`config.mk`:
```
export PLATFORM = sky130hd
export DESIGN_NAME = key_debounce
export DESIGN_NICKNAME = d
export VERILOG_FILES = /design/src/rtl/key_debounce.sv
export SDC_FILE = /design/constraint.sdc
export NUM_CORES = 1
export LEC_CHECK = 0
export CAP_MARGIN = 20
export CORE_ASPECT_RATIO = 0.8
export CORE_MARGIN = 1
export CORE_UTILIZATION = 40
export CTS_CLUSTER_DIAMETER = 40
export DETAILED_ROUTE_END_ITERATION = 8
export PLACE_DENSITY = 0.53
export SETUP_SLACK_MARGIN = 0.1
export SYNTH_ARGS = -nofsm -noshare
export SYNTH_HDL_FRONTEND = slang
export SYNTH_SLANG_ARGS = --single-unit
export TNS_END_PERCENT = 20
```
`constraint.sdc`:
```
create_clock -name clk -period 3.25 [get_ports clk]
set_clock_uncertainty 0.1 [all_clocks]
set_input_delay 0.325 -clock clk [delete_from_list [all_inputs] [get_ports clk]]
set_output_delay 0.325 -clock clk [all_outputs]
set_load 0.05 [all_outputs]
```
`src/rtl/key_debounce.sv`:
```
// Push-button conditioner: 2-FF synchroniser, debounce FSM, and registered
// single-cycle press / release / long-press events plus a debounced level.
module key_debounce #(
    parameter int CLK_HZ         = 12_000_000,
    parameter int DEBOUNCE_MS    = 20,
    parameter int LONG_MS        = 1000,
    parameter bit KEY_ACTIVE_LOW = 1'b1
) (
    input  logic clk,
    input  logic rst,
    input  logic key_in,
    output logic key_level,
    output logic key_press,
    output logic key_release,
    output logic key_long
);

    localparam int DB_CYCLES   = CLK_HZ / 1000 * DEBOUNCE_MS;
    localparam int LONG_CYCLES = CLK_HZ / 1000 * LONG_MS;
    localparam int CNT_W       = $clog2(LONG_CYCLES);

    localparam logic [CNT_W-1:0] DB_LAST   = CNT_W'(DB_CYCLES - 1);
    localparam logic [CNT_W-1:0] LONG_LAST = CNT_W'(LONG_CYCLES - 1);
    localparam logic             RELEASED  = KEY_ACTIVE_LOW ? 1'b1 : 1'b0;

    typedef enum logic [2:0] {
        IDLE,
        DB_DOWN,
        DOWN,
        DOWN_LONG,
        DB_UP
    } state_t;

    state_t           state;
    logic [CNT_W-1:0] cnt;
    logic             long_fired;
    logic [1:0]       sync_q;
    logic             p;

    // Synchroniser resets to the released level so a key held through reset
    // is seen as a fresh press once reset lifts.
    always_ff @(posedge clk or posedge rst) begin
        if (rst) begin
            sync_q <= {2{RELEASED}};
        end else begin
            sync_q <= {sync_q[0], key_in};
        end
    end

    assign p = KEY_ACTIVE_LOW ? ~sync_q[1] : sync_q[1];

    // Debounce FSM; every state change clears cnt and pulses default low.
    always_ff @(posedge clk or posedge rst) begin
        if (rst) begin
            state       <= IDLE;
            cnt         <= '0;
            long_fired  <= 1'b0;
            key_level   <= 1'b0;
            key_press   <= 1'b0;
            key_release <= 1'b0;
            key_long    <= 1'b0;
        end else begin
            key_press   <= 1'b0;
            key_release <= 1'b0;
            key_long    <= 1'b0;
            case (state)
                IDLE: begin
                    if (p) begin
                        state <= DB_DOWN;
                        cnt   <= '0;
                    end
                end
                DB_DOWN: begin
                    if (!p) begin
                        state <= IDLE;
                        cnt   <= '0;
                    end else if (cnt == DB_LAST) begin
                        state     <= DOWN;
                        cnt       <= '0;
                        key_press <= 1'b1;
                        key_level <= 1'b1;
                    end else begin
                        cnt <= cnt + 1'b1;
                    end
                end
                DOWN: begin
                    if (!p) begin
                        state <= DB_UP;
                        cnt   <= '0;
                    end else if (cnt == LONG_LAST) begin
                        state      <= DOWN_LONG;
                        cnt        <= '0;
                        key_long   <= 1'b1;
                        long_fired <= 1'b1;
                    end else begin
                        cnt <= cnt + 1'b1;
                    end
                end
                DOWN_LONG: begin
                    if (!p) begin
                        state <= DB_UP;
                        cnt   <= '0;
                    end
                end
                DB_UP: begin
                    // A release bounce returns to the hold state without any event.
                    if (p) begin
                        state <= long_fired ? DOWN_LONG : DOWN;
                        cnt   <= '0;
                    end else if (cnt == DB_LAST) begin
                        state       <= IDLE;
                        cnt         <= '0;
                        key_release <= 1'b1;
                        key_level   <= 1'b0;
                        long_fired  <= 1'b0;
                    end else begin
                        cnt <= cnt + 1'b1;
                    end
                end
                default: begin
                    state <= IDLE;
                    cnt   <= '0;
                end
            endcase
        end
    end

endmodule

```
==> key figures, run 1 <==
Synth
  – Synth Register Bits: 34
  – Yosys top cell area share: between 40% and 50%
  – Yosys top cell by area: dfrtp_1
  – Cell Area, Synth: 1910 um^2
  – Post-synthesis cell count: approximately 210
  – Syn Area/Cell: 9.23 um^2
  – Ys async rst share: 100%
  – Post-synthesis sequential area ratio: 44.7%
  – Synth Flop Type: dfrtp_1
  – Warnings, synthesis: 0
  – EDFF count, synth: 0
  – Yosys cell types: 45
  – Top cells by area, synth: dfrtp_1, o21ai_0, xnor2_1
  – Synth Net Count: between 200 and 250

CTS
  – H-tree depth: 2
  – Worst-skew pair later-pin latency: ~0.29 ns
  – CTS buffer count: 5
  – Post-CTS setup buffers: 0
  – CTS tree: yes
  – Post-CTS Resized: 0
  – Clock Tree Root: clkbuf_8
  – Clock slew at reported path FFs: 0.07 ns
  – Hold-fix buffers at CTS: 0
  – Clock sinks: 34
  – Maximum clock path buffer count: 2

Placed design
  – Routability cong.: 0.906
  – HPWL after DPL: 3050 um
  – Port bufs: 6
  – Post-place instance area: between 2000 and 2500 um^2

Floorplan
  – Die Span Y: 63.8 um
  – I/O pin cnt: 7
  – Initial cell density of the core: 41.6%
  – DIE AREA: 5060 um^2
  – Width of the die: 79.3 um
  – Row Count: 22
  – Core ar.: 4600 um^2

Worst setup path
  – Worst Setup EP: cnt[14]
  – Critical path startpoint: cnt[0]
  – Critical path's top delay family: simple AND/OR/NAND/NOR gates
  – Crit-path max FO: 13
  – CP max stage delay: 0.47 ns
  – RR Startpoint: cnt[0]
  – Crit-path cells: ha_1 > nand4_2 > nor3_4 > a21oi_2 > nor4_4 > buf_4 > nor2_1
  – R2r setup slk: roughly 0.67 ns
  – R2R Path End: cnt[14]
  – WP data arrival: roughly 2.7 ns
  – Worst setup SP type: flip-flop
  – Register-to-Register Path Depth: 7
  – Setup CP Type: reg2reg
  – WP depth: 7
  – Setup crit end kind: flip-flop
  – Worst Path Required: 3.32 ns
  – CP max-delay cell: nor4_4
  – Crit path buffers/inverters: 1

STA
  – Setup tns final: 0 ns
  – Final Cycle Share: 79.4%
  – Final critical-path required period: roughly 2.6 ns
  – Finish-stage setup viols: 0
  – Worst slew margin: 57.6%
  – RSZ-0062 raised after global routing: false
  – Worst-Margin Slew: 0.635 ns
  – Max Slew Vio Count: 0
  – Final Hold Fails: 0
  – Fmax: 0.387 GHz

Min path
  – HP Class: reg2reg

Cells and area
  – Post-layout nets: 217
  – Most frequent cells in the layout: dfrtp_1, nor2_1, o21ai_0
  – Area delta synth->final: 10.5%
  – Finished layout cell area: 2110 um^2
  – Ant diodes: 0
  – Fraction of layout cells with a size suffix above 1: around 11%
  – Commonest non-fill, non-tap cell in the layout: dfrtp_1

Global route
  – Global route overflow: 0
  – First-pass GRT wire length: 7540 um
  – Total Routing Usage GR: 19.7%
  – Vias in the first global route: 1512
  – Initial antenna violation count: 0
  – Pin count of the biggest net entering global routing: 21

Detailed routing
  – DRC errors left: 0
  – Vias/cell: 5.71
  – Pre-antenna DRT Iters: 4
  – Met3 wire length: 229 um
  – Iteration-0 DRC Markers: 173
  – Via count: 1564
  – Met2 wire length: 1710 um
  – Met1 wire length: 2210 um
  – Routed wire length: 4200 um
  – Highest metal used: met4
  – Drt wl/cell: 15.3 um
  – Final ANT Viol Nets: 0

Job
  – Max-Cap Viols: 0

Power
  – Lkg Pwr: between 0.8 and 0.9 nW
  – Pwr dens: between 300 and 400 nW/um^2
  – Worst vdd ir: between 0.2 and 0.25 mV

Status
  – Status: complete, no violations
-- per-layer routing --
metal	global-route usage, %	vias up
met1	29.5	752
met3	5.00	5
met2	26.3	45
met4	8.86	0
met5	0	-
li1	-	762
-- cells in the mapped netlist (all sizes together) (2+ instances only) --
cell type,number
nor2,22
nand3b,2
xnor2,10
a21oi,9
and3,2
clkbuf,6
o31ai,3
o21ai,18
nor3,9
a31oi,2
buf,4
dfrtp,32
inv,4
dfstp,2
or3,4
nand2,17
nand4,8
and2,2
nor2b,5
nor4b,4
mux2i,3
and4,4
nor4,10
nand3,9
nand2b,3
-- power by group --
group | leakage (nW) | internal, mW | switching [mW]
clock network | 0.0482 | 0.171 | 0.150
registers | 0.464 | 0.428 | 0.00538
logic | 0.289 | 0.0124 | 0.0269
-- through the flow --
step	setup slack, ns	hold WS (ns)	utilization (%)	total power [mW]	cells
2_1_floorplan	0.983	0.229	-	0.469	207
3_3_place_gp	0.793	0.247	43.9	0.480	266
3_5_place_dp	0.678	0.249	43.9	0.482	266
4_1_cts	0.660	0.259	45.9	0.807	274
5_1_grt	0.447	0.261	45.9	0.833	274
6_report	0.668	0.259	45.9	0.793	274
-- layout make-up --
type | count | area, um^2
Fill cell | 447 | 2490
Multi-Input combinational cell | 159 | 993
Sequential cell | 34 | 853
Clock buffer | 7 | 86.3
Timing Repair Buffer | 9 | 82.6
Tap cell | 60 | 75.1
Inverter | 4 | 15.0
Clock inverter | 1 | 5.00
-- registers in the layout (all words and copies together) (netlist names) --
name         flops
cnt             24
sync_q           2
key_level        1
key_press        1
state            3
key_long         1
key_release      1
long_fired       1
-- worst register-to-register path, delay by kind of cell (launching register included) --
kind / cells / cell delay, ns
buf+inv: 1 / 0.28
compound gates: 1 / 0.18
simple gates: 4 / 1.27
fa+ha+maj: 1 / 0.24
flops: 1 / 0.40
-- cells by family (layout without fill, tap and decap cells) --
group           after synthesis  after routing  share of synthesized area [%]
compound gates               36             36                           11.2
xor+xnor                     11             11                           5.04
fa+ha+maj                     1              1                          0.655
buf+inv                      14             21                           3.34
flops                        34             34                           44.7
mux                           3              3                           1.57
simple gates                108            108                           33.5
-- worst min-delay path by stage --
stage | end | start | slack [ns] | cells past startpoint
after floorplan | sync_q[0] | key_in | 0.23 | 0
after global placement | sync_q[1] | sync_q[0] | 0.25 | 0
after detailed placement | sync_q[1] | sync_q[0] | 0.25 | 0
after CTS | sync_q[1] | sync_q[0] | 0.26 | 0
after global routing | sync_q[1] | sync_q[0] | 0.26 | 0
final | sync_q[1] | sync_q[0] | 0.26 | 0
Power figures use the tool's default switching activity.
==> inputs of run 2 (changes only) <==
--- a/config.mk
+++ b/config.mk
@@ -11,7 +11,7 @@
 export CORE_UTILIZATION = 40
 export CTS_CLUSTER_DIAMETER = 40
 export DETAILED_ROUTE_END_ITERATION = 8
-export PLACE_DENSITY = 0.53
+export PLACE_DENSITY = 0.55
 export SETUP_SLACK_MARGIN = 0.1
 export SYNTH_ARGS = -nofsm -noshare
 export SYNTH_HDL_FRONTEND = slang
==> constraint.sdc (replaced) <==
create_clock -name clk -period 2.2 [get_ports clk]
set_clock_uncertainty 0.1 [all_clocks]
set_input_delay 0.22 -clock clk [delete_from_list [all_inputs] [get_ports clk]]
set_output_delay 0.22 -clock clk [all_outputs]
set_load 0.05 [all_outputs]
==> key figures, run 2 (synthesis gave the netlist of run 1 again) <==
Worst setup path
  – Crit-path max FO: 7 (-6)
  – Setup CP Type: reg2reg
  – Crit path buffers/inverters: 3 (+2)
  – Register-to-Register Path Depth: 8 (+1)
  – Critical path's top delay family: simple AND/OR/NAND/NOR gates
  – CP max-delay cell: or4b_4
  – Worst setup SP type: flip-flop
  – Crit-path cells: or4b_4 > nor3_4 > buf_6 > a21oi_4 > nor4_4 > buf_6 > buf_6 > nor2_1
  – CP most frequent cell: buf_6
  – CP max stage delay: 0.55 ns (+0.08 ns)
  – Setup crit end kind: flip-flop
  – WP data arrival: 2.25 ns (-0.40 ns)
  – WP depth: 8 (+1)
  – Worst Path Required: 2.27 ns (-1.05 ns)

Status
  – Status: complete, no violations

STA
  – Worst-Margin Slew: 0.489 ns (-0.146 ns)
  – Slack of the critical path: 0.0155 ns (-0.653 ns)
  – Finish-stage setup viols: 0 (unchanged)
  – Final Cycle Share: 99.3% (+20 points)
  – Worst slew margin: 67.3% (+9.6 points)
  – Max Slew Vio Count: 0 (unchanged)
  – RSZ-0062 raised after global routing: true
  – Fmax: 0.458 GHz (+18%)
  – Final critical-path required period: 2.18 ns (-0.397 ns)
  – Final Hold Fails: 0 (unchanged)

Cells and area
  – Finished Layout Cells: 311 (+14%)
  – Ant diodes: 0 (unchanged)
  – Commonest non-fill, non-tap cell in the layout: dfrtp_1
  – Most frequent cells in the layout: dfrtp_1, buf_4, nor2_1
  – Largest Register: cnt
  – Post-Route Utilization: 55.3% (+9.3 points)
  – Area delta synth->final: 32.9%
  – Largest registers: cnt (24), state (3), sync_q (2)
  – Max FFs per register: 24 (unchanged)
  – Fraction of layout cells with a size suffix above 1: 30.7% (+19 points)
  – Post-layout nets: 254 (+17%)

CTS
  – Hold-fix buffers at CTS: 0 (unchanged)
  – Worst-skew pair later-pin latency: 0.28 ns (about the same)
  – CTS tree: yes
  – Clock slew at reported path FFs: 0.07 ns (about the same)
  – Maximum clock path buffer count: 2 (unchanged)
  – H-tree depth: 2 (unchanged)
  – Clock sinks: 34 (unchanged)
  – CTS buffer count: 5 (unchanged)
  – Clock Tree Root: clkbuf_8

Floorplan
  – Row Count: 22 (unchanged)
  – I/O pin cnt: 7 (unchanged)
  – Core ar.: 4600 um^2 (unchanged)
  – Initial cell density of the core: 41.6% (unchanged)
  – Die Span Y: 63.8 um (unchanged)
  – Width of the die: 79.3 um (unchanged)
  – DIE AREA: 5060 um^2 (unchanged)

Placed design
  – DP Worst Slack: -0.0920 ns (-0.771 ns)
  – Placed Cells incl. Taps: 296 (+11%)
  – Routability cong.: 0.864 (-4.6%)
  – HPWL after DPL: 3290 um (+7.9%)
  – Port bufs: 6 (unchanged)

Power
  – Lkg Pwr: 1.05 nW (+31%)
  – Worst vdd ir: 0.255 mV (+19%)
  – Pwr dens: 497 nW/um^2 (+32%)

Global route
  – Initial antenna violation count: 0 (unchanged)
  – Vias in the first global route: 1644 (+8.7%)
  – Global route overflow: 0 (unchanged)
  – First-pass GRT wire length: 7970 um (+5.7%)
  – Total Routing Usage GR: 20.6% (+0.95 points)
  – Pin count of the biggest net entering global routing: 35 (+67%)

Detailed routing
  – DRC errors left: 0 (unchanged)
  – Iteration-0 DRC Markers: 109 (-37%)
  – Final ANT Viol Nets: 0 (unchanged)
  – Drt wl/cell: 14.6 um (-5.0%)
  – Vias/cell: 5.35 (-6.3%)
  – Via count: 1664 (+6.4%)
  – Routed wire length: 4530 um (+7.9%)
  – Pre-antenna DRT Iters: 4 (unchanged)

Min path
  – HP Class: in2async

Job
  – Max-Cap Viols: 0 (unchanged)
-- run 2: changes by cell type in the layout (fill, tap and decap cells not counted), moves of 3 or more --
cell,delta
buf_4,+27
buf_6,+10
a21oi_4,+4
o21ai_0,-4
nor2_1,-3
nor2_2,+3
o21ai_2,+3
-- run 2: power by group --
| group | switching (mW) | leakage (nW) | internal, mW |
|---|---|---|---|
| Clock | 0.215 | 0.0575 | 0.316 |
| Sequential | 0.00425 | 0.463 | 0.632 |
| Combinational | 0.0532 | 0.527 | 0.0410 |
-- run 2: metal layers --
layer  share of wire, %  wire [um]  up-vias  GRT usage [%]
li1                   -          -      837              -
met1                 48       2190      793           29.3
met2                 48       2160       32           31.5
met3                3.6        162        2           4.29
met4               0.49         22        0           6.36
met5                  0          0        -              0
-- run 2: layout make-up --
| cell class | instances | area, um^2 |
|---|---|---|
| fillers | 391 | 2060 |
| multi-input cells | 159 | 1090 |
| flip-flops and latches | 34 | 855 |
| repair buffers | 46 | 398 |
| clock buffers | 8 | 110 |
| well taps | 60 | 75.1 |
| inverters | 4 | 15.0 |
-- run 2: tightest hold or removal path: cells and delay by family --
kind                   cells  cell delay (ns)
buffers and inverters      3             0.83
-- run 2: worst paths after layout --
| check | slack, ns | to | startpoint |
|---|---|---|---|
| worst max-delay path | 0.02 | cnt[13] | cnt[19] |
| worst min-delay path | 0.24 | cnt[7] | rst |
| worst max register to register | 0.02 | cnt[13] | cnt[19] |
| worst min register to register | 0.26 | sync_q[1] | sync_q[0] |
| max in group asynchronous | 1.41 | sync_q[1] | rst |
| min in group clk | 0.24 | sync_q[0] | key_in |
-- run 2: repair_timing --
item	4_1_cts	5_1_grt
setup buffers	4	3
pin swaps	4	6
endpoints found under the setup margin	23	26
resized for setup	9	26
-- run 2: per-stage QoR --
step	area, um^2	hold slack (ns)	setup TNS [ns]	power [mW]
after global routing	2540	0.235	-1.02	1.32
after global placement	2240	0.245	-0.285	0.724
after detailed placement	2240	0.247	-1.07	0.726
after floorplan	1910	0.124	-0.361	0.694
after CTS	2420	0.237	0	1.27
final	2540	0.243	0	1.26
==> inputs of run 3 (changes only) <==
--- a/config.mk
+++ b/config.mk
@@ -6,12 +6,14 @@
 export NUM_CORES = 1
 export LEC_CHECK = 0
 export CAP_MARGIN = 20
+export CELL_PAD_IN_SITES_DETAIL_PLACEMENT = 1
+export CELL_PAD_IN_SITES_GLOBAL_PLACEMENT = 1
 export CORE_ASPECT_RATIO = 0.8
 export CORE_MARGIN = 1
 export CORE_UTILIZATION = 40
 export CTS_CLUSTER_DIAMETER = 40
 export DETAILED_ROUTE_END_ITERATION = 8
-export PLACE_DENSITY = 0.55
+export PLACE_DENSITY = 0.68
 export SETUP_SLACK_MARGIN = 0.1
 export SYNTH_ARGS = -nofsm -noshare
 export SYNTH_HDL_FRONTEND = slang
==> key figures, run 3 (synthesis gave the netlist of run 1 again) <==
Status
  – Status: finished, violations left
  – Failing checks: setup timing

STA
  – Final Cycle Share: 102% (+2.9 points)
  – Max Slew Vio Count: 0 (unchanged)
  – RSZ-0062 raised after global routing: true
  – Worst slew margin: 66.4% (-0.87 points)
  – Worst-Margin Slew: 0.502 ns (+0.0130 ns)
  – Final critical-path required period: 2.25 ns (+0.0643 ns)
  – Final Hold Fails: 0 (unchanged)
  – Fmax: 0.445 GHz (-2.9%)
  – Slack of the critical path: -0.0487 ns (-0.0643 ns)
  – Finish-stage setup viols: 15 (+15)

Detailed routing
  – Drt wl/cell: 16.9 um (+16%)
  – Final ANT Viol Nets: 0 (unchanged)
  – Iteration-0 DRC Markers: 45 (-59%)
  – DRC errors left: 0 (unchanged)
  – Vias/cell: 5.50 (+2.7%)
  – Via count: 1671 (+0.42%)
  – Pre-antenna DRT Iters: 4 (unchanged)
  – Routed wire length: 5130 um (+13%)

Cells and area
  – Max FFs per register: 24 (unchanged)
  – Largest Register: cnt
  – Post-layout nets: 247 (-2.8%)
  – Fillers: 530 (+36%)
  – Largest registers: cnt (24), state (3), sync_q (2)
  – Area delta synth->final: 25.5%
  – Commonest non-fill, non-tap cell in the layout: dfrtp_1
  – Ant diodes: 0 (unchanged)
  – Fraction of layout cells with a size suffix above 1: 24.2% (-6.5 points)
  – Post-Route Utilization: 52.2% (-3.1 points)
  – Most frequent cells in the layout: dfrtp_1, buf_4, nor2_1

Worst setup path
  – Register-to-Register Path Depth: 7 (-1)
  – CP max-delay cell: or4b_4
  – Setup crit end kind: flip-flop
  – WP depth: 7 (-1)
  – Crit-path cells: or4b_4 > nor3_4 > a21oi_2 > nor4_4 > buf_6 > buf_12 > a21oi_1
  – Critical path's top delay family: simple AND/OR/NAND/NOR gates
  – Crit-path max FO: 10 (+3)
  – Setup CP Type: reg2reg
  – WP data arrival: 2.31 ns (+0.06 ns)
  – Crit path buffers/inverters: 2 (-1)
  – CP max stage delay: 0.57 ns (+0.02 ns)
  – Worst setup SP type: flip-flop
  – Worst Path Required: 2.26 ns (about the same)

Power
  – Pwr Total: 1.20 mW (-4.7%)
  – Clk pwr share: 39.6% (-2.5 points)
  – Net Sw Frac: 23.4% (+1.8 points)
  – Pint: 0.921 mW (-6.9%)
  – Worst vdd ir: 0.270 mV (+5.8%)
  – Pwr dens: 501 nW/um^2 (+0.96%)
  – Lkg Pwr: 0.980 nW (-6.5%)
  – Comb power frac: 7.3% (-0.2 points)
  – Switch Pwr: 0.281 mW (+3.3%)
  – Sequential Power Share: 53.1% (+2.6 points)

CTS
  – Clock slew at reported path FFs: 0.07 ns (about the same)
  – Clock sinks: 34 (unchanged)
  – Clock Tree Root: clkbuf_8
  – CTS buffer count: 5 (unchanged)
  – CTS tree: yes
  – Hold-fix buffers at CTS: 0 (unchanged)
  – Worst-skew pair later-pin latency: 0.28 ns (about the same)
  – H-tree depth: 2 (unchanged)
  – Maximum clock path buffer count: 2 (unchanged)

Floorplan
  – Core ar.: 4600 um^2 (unchanged)
  – Die Span Y: 63.8 um (unchanged)
  – Initial cell density of the core: 41.6% (unchanged)
  – I/O pin cnt: 7 (unchanged)
  – Row Count: 22 (unchanged)
  – DIE AREA: 5060 um^2 (unchanged)
  – Width of the die: 79.3 um (unchanged)

Placed design
  – HPWL after DPL: 3930 um (+20%)
  – Routability cong.: 0.897 (+3.8%)
  – Port bufs: 6 (unchanged)

Global route
  – Global route overflow: 0 (unchanged)
  – Vias in the first global route: 1851 (+13%)
  – Pin count of the biggest net entering global routing: 35 (unchanged)
  – Total Routing Usage GR: 23.2% (+2.5 points)
  – First-pass GRT wire length: 9020 um (+13%)
  – Initial antenna violation count: 0 (unchanged)

Min path
  – HP Class: in2reg
  – Hold path cells: 1

Job
  – Max-Cap Viols: 0 (unchanged)
run 3: per-stage QoR:
step | instances | setup slack, ns | setup TNS, ns | hold slack [ns] | instance area (um^2)
finish | 304 | -0.0487 | -0.543 | 0.237 | 2400
global route | 304 | -0.175 | -3.18 | 0.229 | 2400
CTS | 302 | 0.0219 | 0 | 0.230 | 2360
detailed placement | 293 | 0.0196 | 0 | 0.248 | 2230
global placement | 293 | 0.0561 | 0 | 0.246 | 2230
floorplan | 207 | -0.0367 | -0.361 | 0.124 | 1910
run 3: layout make-up:
| class | instances | area, um^2 | share of cell area (%) |
|---|---|---|---|
| clock buffers | 6 | 82.6 | 3.44 |
| clock inverters | 2 | 12.5 | 0.522 |
| inverters | 4 | 15.0 | 0.626 |
| multi-input cells | 159 | 1030 | 42.8 |
| flip-flops and latches | 34 | 853 | 35.6 |
| well taps | 60 | 75.1 | 3.13 |
| repair buffers | 39 | 332 | 13.8 |
run 3: power by group through the flow:
stage / clock network, mW / logic (mW) / registers, mW
after global placement: 0 / 0.0801 / 0.649
final: 0.476 / 0.0881 / 0.638
after CTS: 0.497 / 0.0851 / 0.637
after floorplan: 0 / 0.0455 / 0.648
after global routing: 0.523 / 0.0975 / 0.639
after detailed placement: 0 / 0.0830 / 0.650
run 3: repair_timing:
item / CTS / global route
resized for setup: 3 / 8
cloned: 0 / 0
setup endpoints to repair: 21 / 28
pin swaps: 0 / 7
setup buffers: 1 / 2
run 3: layer usage:
layer	up-vias	share of wire, %	global-route usage (%)
li1	817	-	-
met1	834	49	30.9
met2	16	48	38.8
met3	4	1.8	4.29
met4	0	0.70	5.68
met5	-	0	0
run 3: worst paths after layout:
path | from | to | slack [ns]
min in group asynchronous | rst | key_press | 0.26
setup / recovery | cnt[19] | cnt[23] | -0.05
setup reg to reg | cnt[19] | cnt[23] | -0.05
hold reg to reg | sync_q[0] | sync_q[1] | 0.26
hold / removal | key_in | sync_q[0] | 0.24
max in group asynchronous | rst | sync_q[0] | 1.40
